==> src/rtl/mem_port_arbiter_if.sv <==
// Memory port bus: fetch and data requester handshakes,
// the shared memory command channel and the PC stall.
interface mem_port_arbiter_if #(
  parameter int N = 64
);
  logic         if_req;
  logic [N-1:0] if_addr;
  logic         if_ack;
  logic [31:0]  if_rdata;

  logic         d_req;
  logic         d_we;
  logic [N-1:0] d_addr;
  logic [N-1:0] d_wdata;
  logic         d_ack;
  logic [N-1:0] d_rdata;

  logic         mem_valid;
  logic         mem_we;
  logic [N-1:0] mem_addr;
  logic [N-1:0] mem_wdata;
  logic         mem_ready;
  logic [N-1:0] mem_rdata;

  logic         stall;

  modport master (
    input  if_req, if_addr,
    output if_ack, if_rdata,
    input  d_req, d_we, d_addr, d_wdata,
    output d_ack, d_rdata,
    output mem_valid, mem_we, mem_addr, mem_wdata,
    input  mem_ready, mem_rdata,
    output stall
  );

  modport slave (
    output if_req, if_addr,
    input  if_ack, if_rdata,
    output d_req, d_we, d_addr, d_wdata,
    input  d_ack, d_rdata,
    input  mem_valid, mem_we, mem_addr, mem_wdata,
    output mem_ready, mem_rdata,
    input  stall
  );
endinterface

==> src/rtl/mem_port_arbiter.sv <==
// Single memory port shared by fetch and load/store.
// Data wins arbitration; a grant counter keeps fetch from starving.
module mem_port_arbiter #(
  parameter int N     = 64,
  parameter int MAX_D = 4
) (
  input logic clk,
  input logic reset,
  mem_port_arbiter_if.master bus
);

  typedef enum logic [1:0] {
    IDLE,
    BUSY_I,
    BUSY_D
  } state_e;

  localparam logic [3:0] MAX_C = 4'(MAX_D);

  state_e       state_q, state_d;
  logic [3:0]   cnt_q, cnt_d;
  logic         valid_q, valid_d;
  logic         we_q, we_d;
  logic [N-1:0] addr_q, addr_d;
  logic [N-1:0] wdata_q, wdata_d;
  logic         if_ack_q, if_ack_d;
  logic         d_ack_q, d_ack_d;
  logic [31:0]  if_rdata_q, if_rdata_d;
  logic [N-1:0] d_rdata_q, d_rdata_d;
  logic         arb_ok;
  logic         starve;

  // The ack cycle is dead for arbitration: it gives the requester
  // one cycle to drop or renew its request.
  assign arb_ok = ~(if_ack_q | d_ack_q);
  assign starve = (cnt_q == MAX_C);

  always_comb begin
    state_d    = state_q;
    cnt_d      = cnt_q;
    valid_d    = valid_q;
    we_d       = we_q;
    addr_d     = addr_q;
    wdata_d    = wdata_q;
    if_ack_d   = 1'b0;
    d_ack_d    = 1'b0;
    if_rdata_d = if_rdata_q;
    d_rdata_d  = d_rdata_q;
    unique case (state_q)
      IDLE: begin
        if (arb_ok) begin
          if (bus.if_req && (!bus.d_req || starve)) begin
            state_d = BUSY_I;
            valid_d = 1'b1;
            we_d    = 1'b0;
            addr_d  = bus.if_addr;
            wdata_d = '0;
            cnt_d   = '0;
          end else if (bus.d_req) begin
            state_d = BUSY_D;
            valid_d = 1'b1;
            we_d    = bus.d_we;
            addr_d  = bus.d_addr;
            wdata_d = bus.d_wdata;
            if (!bus.if_req)
              cnt_d = '0;
            else if (!starve)
              cnt_d = cnt_q + 4'd1;
          end
        end
      end
      BUSY_I: begin
        if (bus.mem_ready) begin
          state_d    = IDLE;
          valid_d    = 1'b0;
          if_ack_d   = 1'b1;
          if_rdata_d = bus.mem_rdata[31:0];
        end
      end
      BUSY_D: begin
        if (bus.mem_ready) begin
          state_d = IDLE;
          valid_d = 1'b0;
          d_ack_d = 1'b1;
          if (!we_q)
            d_rdata_d = bus.mem_rdata;
        end
      end
      default: begin
        state_d = IDLE;
        valid_d = 1'b0;
      end
    endcase
  end

  always_ff @(posedge clk or negedge reset) begin
    if (!reset) begin
      state_q    <= IDLE;
      cnt_q      <= '0;
      valid_q    <= 1'b0;
      we_q       <= 1'b0;
      addr_q     <= '0;
      wdata_q    <= '0;
      if_ack_q   <= 1'b0;
      d_ack_q    <= 1'b0;
      if_rdata_q <= '0;
      d_rdata_q  <= '0;
    end else begin
      state_q    <= state_d;
      cnt_q      <= cnt_d;
      valid_q    <= valid_d;
      we_q       <= we_d;
      addr_q     <= addr_d;
      wdata_q    <= wdata_d;
      if_ack_q   <= if_ack_d;
      d_ack_q    <= d_ack_d;
      if_rdata_q <= if_rdata_d;
      d_rdata_q  <= d_rdata_d;
    end
  end

  assign bus.mem_valid = valid_q;
  assign bus.mem_we    = we_q;
  assign bus.mem_addr  = addr_q;
  assign bus.mem_wdata = wdata_q;
  assign bus.if_ack    = if_ack_q;
  assign bus.if_rdata  = if_rdata_q;
  assign bus.d_ack     = d_ack_q;
  assign bus.d_rdata   = d_rdata_q;

  assign bus.stall = (bus.if_req & ~if_ack_q)
                   | (bus.d_req & ~d_ack_q);

endmodule

==> src/flat_wrapper.sv <==
// flat-port wrapper written by rule: the top's interface ports become plain ports
module mem_port_arbiter_flat 
#(
  parameter int N     = 64,
  parameter int MAX_D = 4
)
  (clk, reset, bus_if_req, bus_if_addr, bus_if_ack, bus_if_rdata, bus_d_req, bus_d_we, bus_d_addr, bus_d_wdata, bus_d_ack, bus_d_rdata, bus_mem_valid, bus_mem_we, bus_mem_addr, bus_mem_wdata, bus_mem_ready, bus_mem_rdata, bus_stall);
  mem_port_arbiter_if #(.N(N)) bus_i ();
  input logic clk;
  input logic reset;
  input wire logic [$bits(bus_i.if_req)-1:0] bus_if_req;
  input wire logic [$bits(bus_i.if_addr)-1:0] bus_if_addr;
  output wire logic [$bits(bus_i.if_ack)-1:0] bus_if_ack;
  output wire logic [$bits(bus_i.if_rdata)-1:0] bus_if_rdata;
  input wire logic [$bits(bus_i.d_req)-1:0] bus_d_req;
  input wire logic [$bits(bus_i.d_we)-1:0] bus_d_we;
  input wire logic [$bits(bus_i.d_addr)-1:0] bus_d_addr;
  input wire logic [$bits(bus_i.d_wdata)-1:0] bus_d_wdata;
  output wire logic [$bits(bus_i.d_ack)-1:0] bus_d_ack;
  output wire logic [$bits(bus_i.d_rdata)-1:0] bus_d_rdata;
  output wire logic [$bits(bus_i.mem_valid)-1:0] bus_mem_valid;
  output wire logic [$bits(bus_i.mem_we)-1:0] bus_mem_we;
  output wire logic [$bits(bus_i.mem_addr)-1:0] bus_mem_addr;
  output wire logic [$bits(bus_i.mem_wdata)-1:0] bus_mem_wdata;
  input wire logic [$bits(bus_i.mem_ready)-1:0] bus_mem_ready;
  input wire logic [$bits(bus_i.mem_rdata)-1:0] bus_mem_rdata;
  output wire logic [$bits(bus_i.stall)-1:0] bus_stall;
  assign bus_i.if_req = bus_if_req;
  assign bus_i.if_addr = bus_if_addr;
  assign bus_if_ack = bus_i.if_ack;
  assign bus_if_rdata = bus_i.if_rdata;
  assign bus_i.d_req = bus_d_req;
  assign bus_i.d_we = bus_d_we;
  assign bus_i.d_addr = bus_d_addr;
  assign bus_i.d_wdata = bus_d_wdata;
  assign bus_d_ack = bus_i.d_ack;
  assign bus_d_rdata = bus_i.d_rdata;
  assign bus_mem_valid = bus_i.mem_valid;
  assign bus_mem_we = bus_i.mem_we;
  assign bus_mem_addr = bus_i.mem_addr;
  assign bus_mem_wdata = bus_i.mem_wdata;
  assign bus_i.mem_ready = bus_mem_ready;
  assign bus_i.mem_rdata = bus_mem_rdata;
  assign bus_stall = bus_i.stall;
  mem_port_arbiter #(.N(N), .MAX_D(MAX_D)) u_core (.clk(clk), .reset(reset), .bus(bus_i));
endmodule
==> config.mk <==
export PLATFORM = sky130hd
export DESIGN_NAME = mem_port_arbiter_flat
export DESIGN_NICKNAME = d
export VERILOG_FILES = /design/src/rtl/mem_port_arbiter_if.sv /design/src/rtl/mem_port_arbiter.sv /design/src/flat_wrapper.sv
export SDC_FILE = /design/constraint.sdc
export NUM_CORES = 1
export LEC_CHECK = 0
export BUFFER_PORTS_ARGS = -buffer_cell sky130_fd_sc_hd__buf_4
export CAP_MARGIN = 40
export CORE_AREA = 2 2 191 193
export DETAILED_ROUTE_END_ITERATION = 16
export DIE_AREA = 0 0 193 195
export PLACE_DENSITY_LB_ADDON = 0.1
export SETUP_SLACK_MARGIN = 0.5
export SLEW_MARGIN = 20
export SYNTH_ARGS = -nofsm -noshare
export SYNTH_HDL_FRONTEND = slang
export SYNTH_SLANG_ARGS = --single-unit
==> constraint.sdc <==
create_clock -name clk -period 3 [get_ports clk]
set_input_delay 0.15 -clock clk [delete_from_list [all_inputs] [get_ports clk]]
set_output_delay 0.15 -clock clk [all_outputs]
set_load 0.01 [all_outputs]
# Yosys cells after proc, flatten, opt, wreduce, memory -nomap -nowiden
# Cells that the tools add are included.
# totals
inputBits,262
ff_bits,234
wordCells,60
output_inout_bits,229
# classes
addsub,1
n_reduce_logical,11
mux,23
n_eq_ne,7
n_bitwise,8
# ops
cell,count
$mux W64,4
$mux W4,4
$mux W1,9
$reduce_and A3 Y1,3
$mux W2,4
$add A4 B1 Y4 const B,1
$eq A4 B3 Y1 const B,1
$not A1 Y1,4
$pmux W2 S2,1
$reduce_and A4 Y1,1
$ne A3 B2 Y1 const B,1
$ne A3 B3 Y1 const B,1
$and A1 B1 Y1,2
$eq A2 B1 Y1 const B,1
$eq A2 B2 Y1 const B,1
$logic_not A2 Y1,1
$ne A2 B1 Y1 const B,1
$ne A2 B2 Y1 const B,1
$or A1 B1 Y1,2
$pmux W1 S2,1
$reduce_and A2 Y1,1
$reduce_bool A2 Y1,1
$reduce_or A2 Y1,1
$logic_and A1 B1 Y1,1
2 further kinds,2

# Longest topological paths before layout
# Gate-level depths: netlist (run 1).
# depth
ltp_word,6
depth_mapped,9
depth_no_buf,6

# Worst setup path before layout (run 1)
# No wires, ideal clock.
# synth_timing
kind,reg-to-reg
from,reg u_core.cnt_q[0]
to,reg u_core.addr_q[35] (netlist: u_core.bus.mem_addr[35])
stages_incl_launch_ff,9
setup_slack_ns,1.122
arrival_time_ns,1.753
synth_period_minus_slack_ns,1.878
required_ns,2.875
n_path_buf,2
path_cell_list,dfrtp_1 -> inv_1 -> ha_1 -> nand3b_1 -> a21oi_2 -> buf_6 -> buf_6 -> mux2_4 -> mux2_2
# synth_between
elab_chain_len,5
word_cells_on_any_way,6
classes_between,eq/ne (1); mux (1); reduce/logical (4)
# synth_rtl
element,line,source
"start, declared",mem_port_arbiter.sv:21,"logic [3:0] cnt_q, cnt_d;"
"start signal, assigned",mem_port_arbiter.sv:110,cnt_q <= cnt_d;
$eq A4 B3 Y1 *,mem_port_arbiter.sv:36,assign starve = (cnt_q == MAX_C);
$logic_or A1 B1 Y1 *,mem_port_arbiter.sv:52,if (bus.if_req && (!bus.d_req || starve)) begin
$logic_and A1 B1 Y1 *,mem_port_arbiter.sv:52,
$reduce_bool A2 Y1 (no source line),n/a,
$reduce_and A3 Y1 (no source line),n/a,
"end signal, assigned",mem_port_arbiter.sv:113,addr_q <= addr_d;
"end, declared",mem_port_arbiter.sv:24,"logic [N-1:0] addr_q, addr_d;"
# Every way passes the cells marked *; elsewhere a longest branch is shown, timed or not.
# A chain may end at the register's enable or synchronous reset.

# Final worst setup path (run 1)
# layout_timing
from,reg u_core.cnt_q[0]
to,reg u_core.addr_q[20] (netlist: u_core.bus.mem_addr[20])
# The elaborated chain is that of the path after synthesis.

==> summary.md, run 1 <==
| Metric | Value |
|---|---|
| Tmin final | around 2300 ps |
| Gpl congestion | 0.751 |
| Initial DRC count | between 150 and 200 |
| Status | complete, no violations |
| Post-synthesis cell type count | 29 |
| WL final | between 30 and 40 mm |
| Fill cells | about 3100 |
| Row count | 69 |
| Die W | roughly 190 um |
| Pleak | 8.29 nW |
| Hold Worst Slack | 115 ps |
| Worst r2r dst | u_core.bus.mem_addr[20]$_DFFE_PN0P_ |
| H-Tree Depth | 1 |
| Tot Pwr | roughly 0.016 W |
| Vias in the first global route | a little under 9000 |
| Die H | ~200 um |
| Clock buffer depth | 3 |
| CTS tree | built |
| Avg Synthesized Cell Area | between 15 and 20 um2 |
| Die area | ~0.038 mm2 |
| Post-Syn Instances | 604 |
| Worst-path cell chain | inv_1 > ha_1 > nand3b_1 > a21oi_4 > mux2_2 > dlygate4sd3_1 > mux2_2 |
| Worst Max-Slew Pin Slew | 743 ps |
| Max Clk Rate | 436 MHz |
| CP peak stage delay | between 500 and 600 ps |
| Pwr per Cell Area | between 900 and 1000 mW/mm2 |
| Req. time, crit path | 3430 ps |
| # setup viols final | 0 |
| Part of the Yosys area used for sequential elements | 61.3% |
| Largest net degree at the start of global routing | 90 |
| # DRC | 0 |
| Asr flop ratio synth | between 90% and 100% |
| Worst R2R Start | u_core.cnt_q[0]$_DFFE_PN0P_ |
| Reg clk slew, reported paths | 60 ps |
| EDFF count, synth | 0 |
| Root buffer cell | clkbuf_16 |
| R2r worst-path depth | 7 |
| First-pass GRT wire length | 49.2 mm |
| Via density | roughly 4.3 |
| Syn. warnings | 0 |
| Startpoint types | flip-flop |
| Type of the most critical hold path | input pin to flip-flop |
| HPWL Detailed | 22.6 mm |
| Post-synthesis register bit count | 234 |
| Worst VDD drop | roughly 0.62 mV |
| Slew margin rel. | between 50% and 60% |
| Synthesized area | approximately 0.0096 mm2 |
| Routed via count | between 7000 and 8000 |
| Maxcap violations | 0 |
| CTS Sinks | between 200 and 250 |
| Area contributors post-synth | dfrtp_1 61%, mux2_2 23%, a22o_1 6.3%, mux2_4 4.4%, buf_2 1.0% |
| Gates resized, CTS repair | 0 |
| Worst Path Max Fanout | 7 |
| DR WL/cell | 17.8 um |
| Initial Utilization | roughly 27% |
| Crit-path most repeated cell | mux2_2 |
| Num CTS Buffers | 29 |
| Area growth, synth to finish | 81.8% |
| Max stage delay cell, worst path | dlygate4sd3_1 |
| GRT Util Overall | approximately 17% |
| Clock skew | ~17 ps |
| Pre-Repair DR Iteration Count | 4 |
| Synthesized Nets | just under 900 |
| Setup Total Neg Slack | 0 ps |
| Critical path class | flip-flop to flip-flop |
| Nets | around 1600 |
| CORE AREA | between 0.03 and 0.04 mm2 |
| Hold wc startpoint | bus_if_req |
| Ports | just under 500 |
| RSZ-0062 raised after global routing | false |
| Final period utilization | 76.5% |
| Initial antenna violation count | 1 |
| Crit path to | u_core.bus.mem_addr[20]$_DFFE_PN0P_ |
| Slew Viols, Final | 0 |
| R2R setup slack | 710 ps |
| Cell taking the most area after synthesis | dfrtp_1 |
| Layout cells sized above 1 | 56.3% |
| Critical Path AT | 2720 ps |
| Total grt overflow | 0 |
| Final hold violations | 0 |
| # port buffers | between 400 and 500 |
| Share of the synthesized area in the top cell type | between 60% and 70% |
| Top_reg_cell synth | dfrtp_1 |
| Crit. Startpoint | u_core.cnt_q[0]$_DFFE_PN0P_ |
| Post-route ant nets | 0 |
| Clock latency on the worst-skew pair | between 500 and 600 ps |
| CP endpoint kind | flip-flop |
-- state kept, by name, summed over array words and instances (netlist names) --
| name | cells |
|---|---|
| u_core.state_q | 2 |
| u_core.bus.mem_addr | 64 |
| u_core.bus.d_ack | 1 |
| u_core.bus.if_rdata | 32 |
| u_core.bus.if_ack | 1 |
| u_core.bus.d_rdata | 64 |
| u_core.bus.mem_we | 1 |
| u_core.bus.mem_wdata | 64 |
| u_core.bus.mem_valid | 1 |
| u_core.cnt_q | 4 |
-- layout by cell type (no fill, tap or decap), types with 4 or more instances in the layout --
cell type      count
buf_4            500
dlygate4sd3_1    259
dfrtp_1          234
mux2_2           196
a22o_1            69
clkbuf_16         29
mux2_4            28
clkbuf_1           9
inv_1              7
clkbuf_8           7
buf_12             7
ha_1               5
nand2_1            4
clkinv_2           4
-- cell type report --
type / instances / area (um2) / share of cell area [%]
flip-flops and latches: 234 / 5860 / 33.7
inverters: 7 / 26.3 / 0.151
repair buffers: 768 / 6530 / 37.6
diodes: 1 / 2.50 / 0.0144
clock inverters: 5 / 50.0 / 0.288
multi-input cells: 325 / 3490 / 20.1
clock buffers: 45 / 856 / 4.92
well taps: 461 / 577 / 3.32
-- metrics by stage --
stage | util [%] | setup slack, ps | std cells | area (um2)
after floorplan | - | 1120 | 604 | 9560
after global placement | 39.1 | 739 | 1533 | 13800
after detailed placement | 39.1 | 700 | 1533 | 13800
after CTS | 49.0 | 545 | 1842 | 17300
after global routing | 49.1 | 598 | 1846 | 17400
final | 49.1 | 706 | 1846 | 17400
-- layer usage --
layer,vias up,track usage (%),wire length [um]
met1,3854,19.6,12700
li1,3726,-,-
met2,327,28.5,16000
met4,0,5.50,951
met5,-,0,0
met3,58,5.34,3210
-- timing repair --
action / in CTS / in global routing
hold endpoints to repair: 311 / 0
endpoints found under the setup margin: 0 / 3
hold buffers: 259 / 0
setup buffers: 0 / 2
-- worst min path at each step --
stage / to / slack [ps] / cells past startpoint
detailed placement: u_core.bus.mem_wdata[39]$_DFFE_PN0P_ / 250 / 1
floorplan: u_core.bus.d_ack$_DFF_PN0_ / -150 / 0
global route: u_core.state_q[1]$_DFFE_PN0P_ / 120 / 4
CTS: u_core.state_q[1]$_DFFE_PN0P_ / 40 / 3
global placement: u_core.bus.mem_wdata[39]$_DFFE_PN0P_ / 250 / 1
finish: u_core.state_q[1]$_DFFE_PN0P_ / 120 / 4
-- report_power, final --
group / internal [W] / total, W / switching, W / leakage, nW
logic: 0.00412 / 0.00721 / 0.00309 / 5.00
registers: 0.00471 / 0.00552 / 0.000812 / 2.84
clock network: 0.00202 / 0.00333 / 0.00131 / 0.448
-- logic make-up after synthesis --
group	count (synthesis)	share of synthesized area (%)
adder cells (fa/ha/maj)	5	0.654
flip-flops	234	61.3
AO/OA/AOI/OAI	81	7.28
multiplexers	224	27.5
AND/OR/NAND/NOR	15	0.785
buffers and inverters	45	2.54
-- Yosys cell counts, types with 2 or more instances --
library cell	instances
nor2b_1	2
o21ai_0	2
mux2_2	196
nor2_1	3
clkbuf_1	6
nand3_1	2
a22o_1	69
buf_4	5
dfrtp_1	234
inv_1	7
nand2_1	4
buf_1	3
buf_6	4
mux2_4	28
o22ai_1	2
ha_1	5
buf_2	20
-- worst max-delay path, delay by kind of cell (launching register included) --
family / cells / cell delay [ps]
compound gates: 1 / 260
buf+inv: 2 / 620
fa+ha+maj: 1 / 130
flops: 1 / 410
mux: 2 / 620
simple gates: 1 / 140
No activity file was read; power rests on OpenSTA's default activity.
==> run 2, diff against run 1 <==
==> constraint.sdc (replaced) <==
create_clock -name clk -period 2 [get_ports clk]
set_input_delay 0.1 -clock clk [delete_from_list [all_inputs] [get_ports clk]]
set_output_delay 0.1 -clock clk [all_outputs]
set_load 0.01 [all_outputs]
==> run 2 against run 1 <==
Compared with the run above: non-clock buffer count rose by 60; first-iteration DRC count fell by 3.3%; sequential cell count did not move; setup slack got worse by 670 ps; maximum frequency rose by 17%; via count rose by 4.8%; combinational power rose by 87%; wire length rose by 12%; sequential power rose by 53%; count of clock-buffer cells in the layout did not move; largest cell class unchanged; highest routed layer unchanged.
==> summary.md, run 2 (synthesis gave the netlist of run 1 again) <==
| Metric | Value |
|---|---|
| # setup viols final | 0 |
| # port buffers | about 500 |
| Initial antenna violation count | 0 |
| Multi-input logic area | around 0.004 mm2 |
| Pre-Repair DR Iteration Count | 4 |
| Slew margin rel. | around 69% |
| Area growth, synth to finish | 99.7% |
| Clock buffer depth | 3 |
| Reg clk slew, reported paths | around 60 ps |
| Slew Viols, Final | 0 |
| Critical path class | flip-flop to flip-flop |
| Net Sw Frac | between 30% and 40% |
| Gpl congestion | 0.747 |
| Final hold violations | 0 |
| Clock skew | 18.3 ps |
| Fill cells | about 3000 |
| Pleak | roughly 9.4 nW |
| Switch Pwr | ~0.0087 W |
| Status | complete, no violations |
| Placement Setup Slack | about 7.3 ps |
| # DRC | 0 |
| CTS Sinks | roughly 230 |
| Ports | between 400 and 500 |
| Highest-count cells in the layout ignoring fill and taps | 508 x buf_4, 259 x dlygate4sd3_1, 232 x dfrtp_1, 135 x mux2_4, 89 x mux2_2 |
| Via density | approximately 4.4 |
| Critical Path AT | approximately 2400 ps |
| Reg area | around 0.0059 mm2 |
| Max Clk Rate | roughly 510 MHz |
| Vias in the first global route | 9000 |
| Tot Pwr | roughly 0.028 W |
| Sequential power share | between 30% and 40% |
| H-Tree Depth | 1 |
| Final Instance Area | 0.0191 mm2 |
| Hold Worst Slack | approximately 50 ps |
| Clk pwr share | 20.5% |
| WL final | between 30 and 40 mm |
| Nets | between 1500 and 2000 |
| DR WL/cell | 19.2 um |
| Placed insts | roughly 1500 |
| First-pass GRT wire length | around 52 mm |
| CORE AREA | between 0.03 and 0.04 mm2 |
| Initial DRC count | about 170 |
| Row count | around 70 |
| RSZ-0062 raised after global routing | true |
| Maxcap violations | 0 |
| Post-route ant nets | 0 |
| CTS tree | built |
| Initial Utilization | around 27% |
| Post-Layout Cell Count | about 1900 |
| HPWL Detailed | about 23 mm |
| Fin worst setup slack | around 41 ps |
| Logic pwr share | 49.0% |
| Worst Max-Slew Pin Slew | between 400 and 500 ps |
| Startpoint types | flip-flop |
| Largest net degree at the start of global routing | between 50 and 60 |
| Clock latency on the worst-skew pair | ~560 ps |
| CP endpoint kind | flip-flop |
| Root buffer cell | clkbuf_16 |
| Tmin final | 1960 ps |
| GRT Util Overall | between 10% and 20% |
| Worst VDD drop | 0.882 mV |
| Placed instance area | between 0.01 and 0.015 mm2 |
| Type of the most critical hold path | input pin to asynchronous set/reset pin |
| Die area | between 0.03 and 0.04 mm2 |
| Total grt overflow | 0 |
| Die W | about 190 um |
| Pwr per Cell Area | 1440 mW/mm2 |
| Worst Path Max Fanout | 14 |
| Req. time, crit path | ~2400 ps |
| Die H | between 150 and 200 um |
| Routed via count | 8348 |
| Commonest non-fill, non-tap cell in the layout | buf_4 |
| Internal | 0.0189 W |
| ANT cells | 0 |
| Num CTS Buffers | 29 |
| Final period utilization | a little over nine tenths |
| Layout cells sized above 1 | ~59% |
==> run 2: final timing paths <==
| kind | startpoint | slack (ps) | cells after the start | end |
|---|---|---|---|---|
| setup / recovery | u_core.cnt_q[1]$_DFFE_PN0P_ | 40 | 8 | u_core.bus.mem_addr[49]$_DFFE_PN0P_ |
| hold / removal | reset | 50 | 2 | u_core.bus.if_rdata[25]$_DFFE_PN0P_ |
| setup reg to reg | u_core.cnt_q[1]$_DFFE_PN0P_ | 40 | 8 | u_core.bus.mem_addr[49]$_DFFE_PN0P_ |
| hold reg to reg | u_core.bus.mem_valid$_DFFE_PN0P_ | 500 | 1 | u_core.bus.mem_valid$_DFFE_PN0P_ |
| max in group asynchronous | reset | 1220 | 3 | u_core.bus.d_rdata[47]$_DFFE_PN0P_ |
| min in group clk | bus_if_req | 80 | 4 | u_core.state_q[1]$_DFFE_PN0P_ |
==> run 2: through the flow <==
step                      utilization (%)  setup TNS, ps
after floorplan                         -              0
after CTS                            52.6              0
after detailed placement             40.2              0
after global routing                 53.9          -1170
final                                53.9              0
after global placement               40.2              0
==> run 2: cell type report <==
type / count / share of cell area, %
well taps: 461 / 3.02
flip-flops and latches: 234 / 30.7
inverters: 7 / 0.138
repair buffers: 828 / 39.7
multi-input cells: 325 / 21.0
clock buffers: 45 / 4.54
clock inverters: 8 / 0.898
==> run 2: routing by layer <==
metal / part of all wire, % / track usage (%) / vias up
met5: 0 / 0 / -
met4: 3.1 / 5.44 / 0
met3: 8.7 / 6.09 / 63
met2: 50 / 31.5 / 314
met1: 38 / 20.9 / 4118
li1: - / - / 3853
==> run 2: power by group through the flow <==
stage	Clock [W]	Sequential, W	Combinational (W)
3_5_place_dp	0	0.00841	0.0112
6_report	0.00565	0.00843	0.0135
2_1_floorplan	0	0.00932	0.00466
5_1_grt	0.00603	0.00871	0.0143
3_3_place_gp	0	0.00836	0.0112
4_1_cts	0.00584	0.00839	0.0130
==> run 2: timing repair <==
| item | in CTS | in global routing |
|---|---|---|
| hold endpoints to repair | 463 | 0 |
| buffers inserted | 24 | 11 |
| pin swaps | 5 | 6 |
| setup endpoints to repair | 199 | 231 |
| cloned | 14 | 5 |
| gates resized for setup | 47 | 73 |
| hold buffers | 259 | 0 |
==> run 2: critical path, cell delays in order (launching register included) <==
cell and delay [ps]:
dfrtp_1 380, inv_1 60, ha_1 130, nand3b_1 140, a21oi_4 210, buf_12 160, buf_12 170, mux2_4 300
mux2_2 250
==> run 3, diff against run 2 <==
--- a/config.mk
+++ b/config.mk
@@ -10,6 +10,7 @@
 export CORE_AREA = 2 2 191 193
 export DETAILED_ROUTE_END_ITERATION = 16
 export DIE_AREA = 0 0 193 195
+export HOLD_SLACK_MARGIN = 0.12
 export PLACE_DENSITY_LB_ADDON = 0.1
 export SETUP_SLACK_MARGIN = 0.5
 export SLEW_MARGIN = 20
==> run 3 against run 2 <==
Compared with the run above: hold slack improved by 250 ps; wire length about the same; core utilization increased by 0.085 points; maximum frequency about the same; count of clock-buffer cells in the layout unchanged; register-to-register slack about the same; die area unchanged; design area increased by 0.16%; combinational power about the same; critical path type unchanged; largest cell class unchanged.
==> summary.md, run 3 (synthesis gave the netlist of run 1 again) <==
| Metric | Value |
|---|---|
| WL final | 36.6 mm |
| Status | complete, no violations |
| Tmin final | around 2000 ps |
| R2R setup slack | around 40 ps |
| Maxcap violations | 0 |
| Pleak | roughly 9.4 nW |
| Final Instance Area | between 0.015 and 0.02 mm2 |
| Type of the most critical hold path | input pin to flip-flop |
| CP endpoint kind | flip-flop |
| Placed insts | 1542 |
| Clock buffer depth | 3 |
| Final period utilization | between 90% and 100% |
| CORE AREA | approximately 0.035 mm2 |
| RSZ-0062 raised after global routing | true |
| Die H | around 200 um |
| # port buffers | approximately 500 |
| Max Clk Rate | between 500 and 600 MHz |
| # setup viols final | 0 |
| Vias in the first global route | 9013 |
| Setup Total Neg Slack | 0 ps |
| Pwr per Cell Area | 1440 mW/mm2 |
| Routed via count | 8348 |
| Row count | 69 |
| Via density | between 4 and 5 |
| Die W | approximately 190 um |
| Initial DRC count | roughly 200 |
| Largest net degree at the start of global routing | between 50 and 60 |
| Initial antenna violation count | 0 |
| Layout cells sized above 1 | 59.2% |
| Area growth, synth to finish | 100% |
| # DRC | 0 |
| CTS tree | built |
| HPWL Detailed | between 20 and 25 mm |
| Highest-count cells in the layout ignoring fill and taps | 508 x buf_4, 262 x dlygate4sd3_1, 232 x dfrtp_1, 135 x mux2_4, 89 x mux2_2 |
| Worst VDD drop | 0.885 mV |
| Startpoint types | flip-flop |
| Final hold violations | 0 |
| Worst Path Max Fanout | 14 |
| Req. time, crit path | about 2400 ps |
| Critical Path AT | around 2400 ps |
| Pre-Repair DR Iteration Count | 4 |
| GRT Util Overall | a little under a fifth |
| Worst Max-Slew Pin Slew | approximately 470 ps |
| Slew Viols, Final | 0 |
| Gpl congestion | around 0.75 |
| Reg clk slew, reported paths | 60 ps |
| ANT cells | 0 |
| DR WL/cell | approximately 19 um |
| Fin worst setup slack | 40.1 ps |
| CTS Sinks | between 200 and 250 |
| Initial Utilization | between 20% and 30% |
| Num CTS Buffers | 29 |
| Clock skew | between 15 and 20 ps |
| Tot Pwr | between 0.02 and 0.03 W |
| Slew margin rel. | 68.9% |
| Placed instance area | approximately 0.014 mm2 |
| Clock latency on the worst-skew pair | 560 ps |
| Post-Layout Cell Count | 1911 |
| Post-route ant nets | 0 |
| Critical path class | flip-flop to flip-flop |
| Root buffer cell | clkbuf_16 |
| Total grt overflow | 0 |
| Nets | between 1500 and 2000 |
| Ports | about 490 |
| Commonest non-fill, non-tap cell in the layout | buf_4 |
| First-pass GRT wire length | 52.6 mm |
| H-Tree Depth | 1 |
| Placement Setup Slack | between 7 and 8 ps |
| Die area | 0.0376 mm2 |
[run 3: worst paths after layout]
kind	endpoint	cells past startpoint	startpoint
max in group asynchronous	u_core.bus.d_rdata[47]$_DFFE_PN0P_	4	reset
worst min register to register	u_core.bus.mem_valid$_DFFE_PN0P_	1	u_core.bus.mem_valid$_DFFE_PN0P_
worst max register to register	u_core.bus.mem_addr[48]$_DFFE_PN0P_	8	u_core.cnt_q[1]$_DFFE_PN0P_
min in group asynchronous	u_core.bus.if_rdata[25]$_DFFE_PN0P_	3	reset
worst min-delay path	u_core.bus.mem_addr[1]$_DFFE_PN0P_	5	bus_if_req
worst max-delay path	u_core.bus.mem_addr[48]$_DFFE_PN0P_	8	u_core.cnt_q[1]$_DFFE_PN0P_
[run 3: report_power, final]
part	switching, W	internal, W
Combinational	0.00531	0.00820
Clock	0.00205	0.00360
Sequential	0.00136	0.00707
[run 3: final cells by class]
type	instances	area, um2
clock buffer	45	866
clock inverter	8	171
fill	3052	16300
inverter	7	26.3
multi-input combinational	325	4020
sequential	234	5860
tap	461	577
timing repair buffer	831	7600
[run 3: per-stage QoR]
stage / hold WS (ps) / util [%]
final: 296 / 54.0
after CTS: 214 / 52.7
after floorplan: -196 / -
after global placement: 70.9 / 40.2
after global routing: 284 / 54.0
after detailed placement: 66.6 / 40.2
[run 3: critical path: stages, from the launching register on]
cell and delay, ps:
dfrtp_1 380, inv_1 60, ha_1 130, nand3b_1 140, a21oi_4 210, buf_12 160, buf_12 170, mux2_4 300
mux2_2 260
[run 3: what timing repair did]
| item | in CTS | in global routing |
|---|---|---|
| endpoints found under the hold margin | 468 | 0 |
| setup endpoints to repair | 199 | 231 |
| gates cloned | 14 | 5 |
| hold buffers | 262 | 0 |
| gates resized for setup | 47 | 73 |
| setup buffers | 24 | 11 |
| pin swaps | 5 | 6 |
[run 3: metal layers]
layer  share of wire [%]  global-route usage (%)  vias to the layer above
li1                    -                       -                     3860
met1                  39                    21.0                     4110
met2                  50                    31.5                      315
met3                 8.6                    6.02                       63
met4                 3.1                    5.44                        0
met5                   0                       0                        -
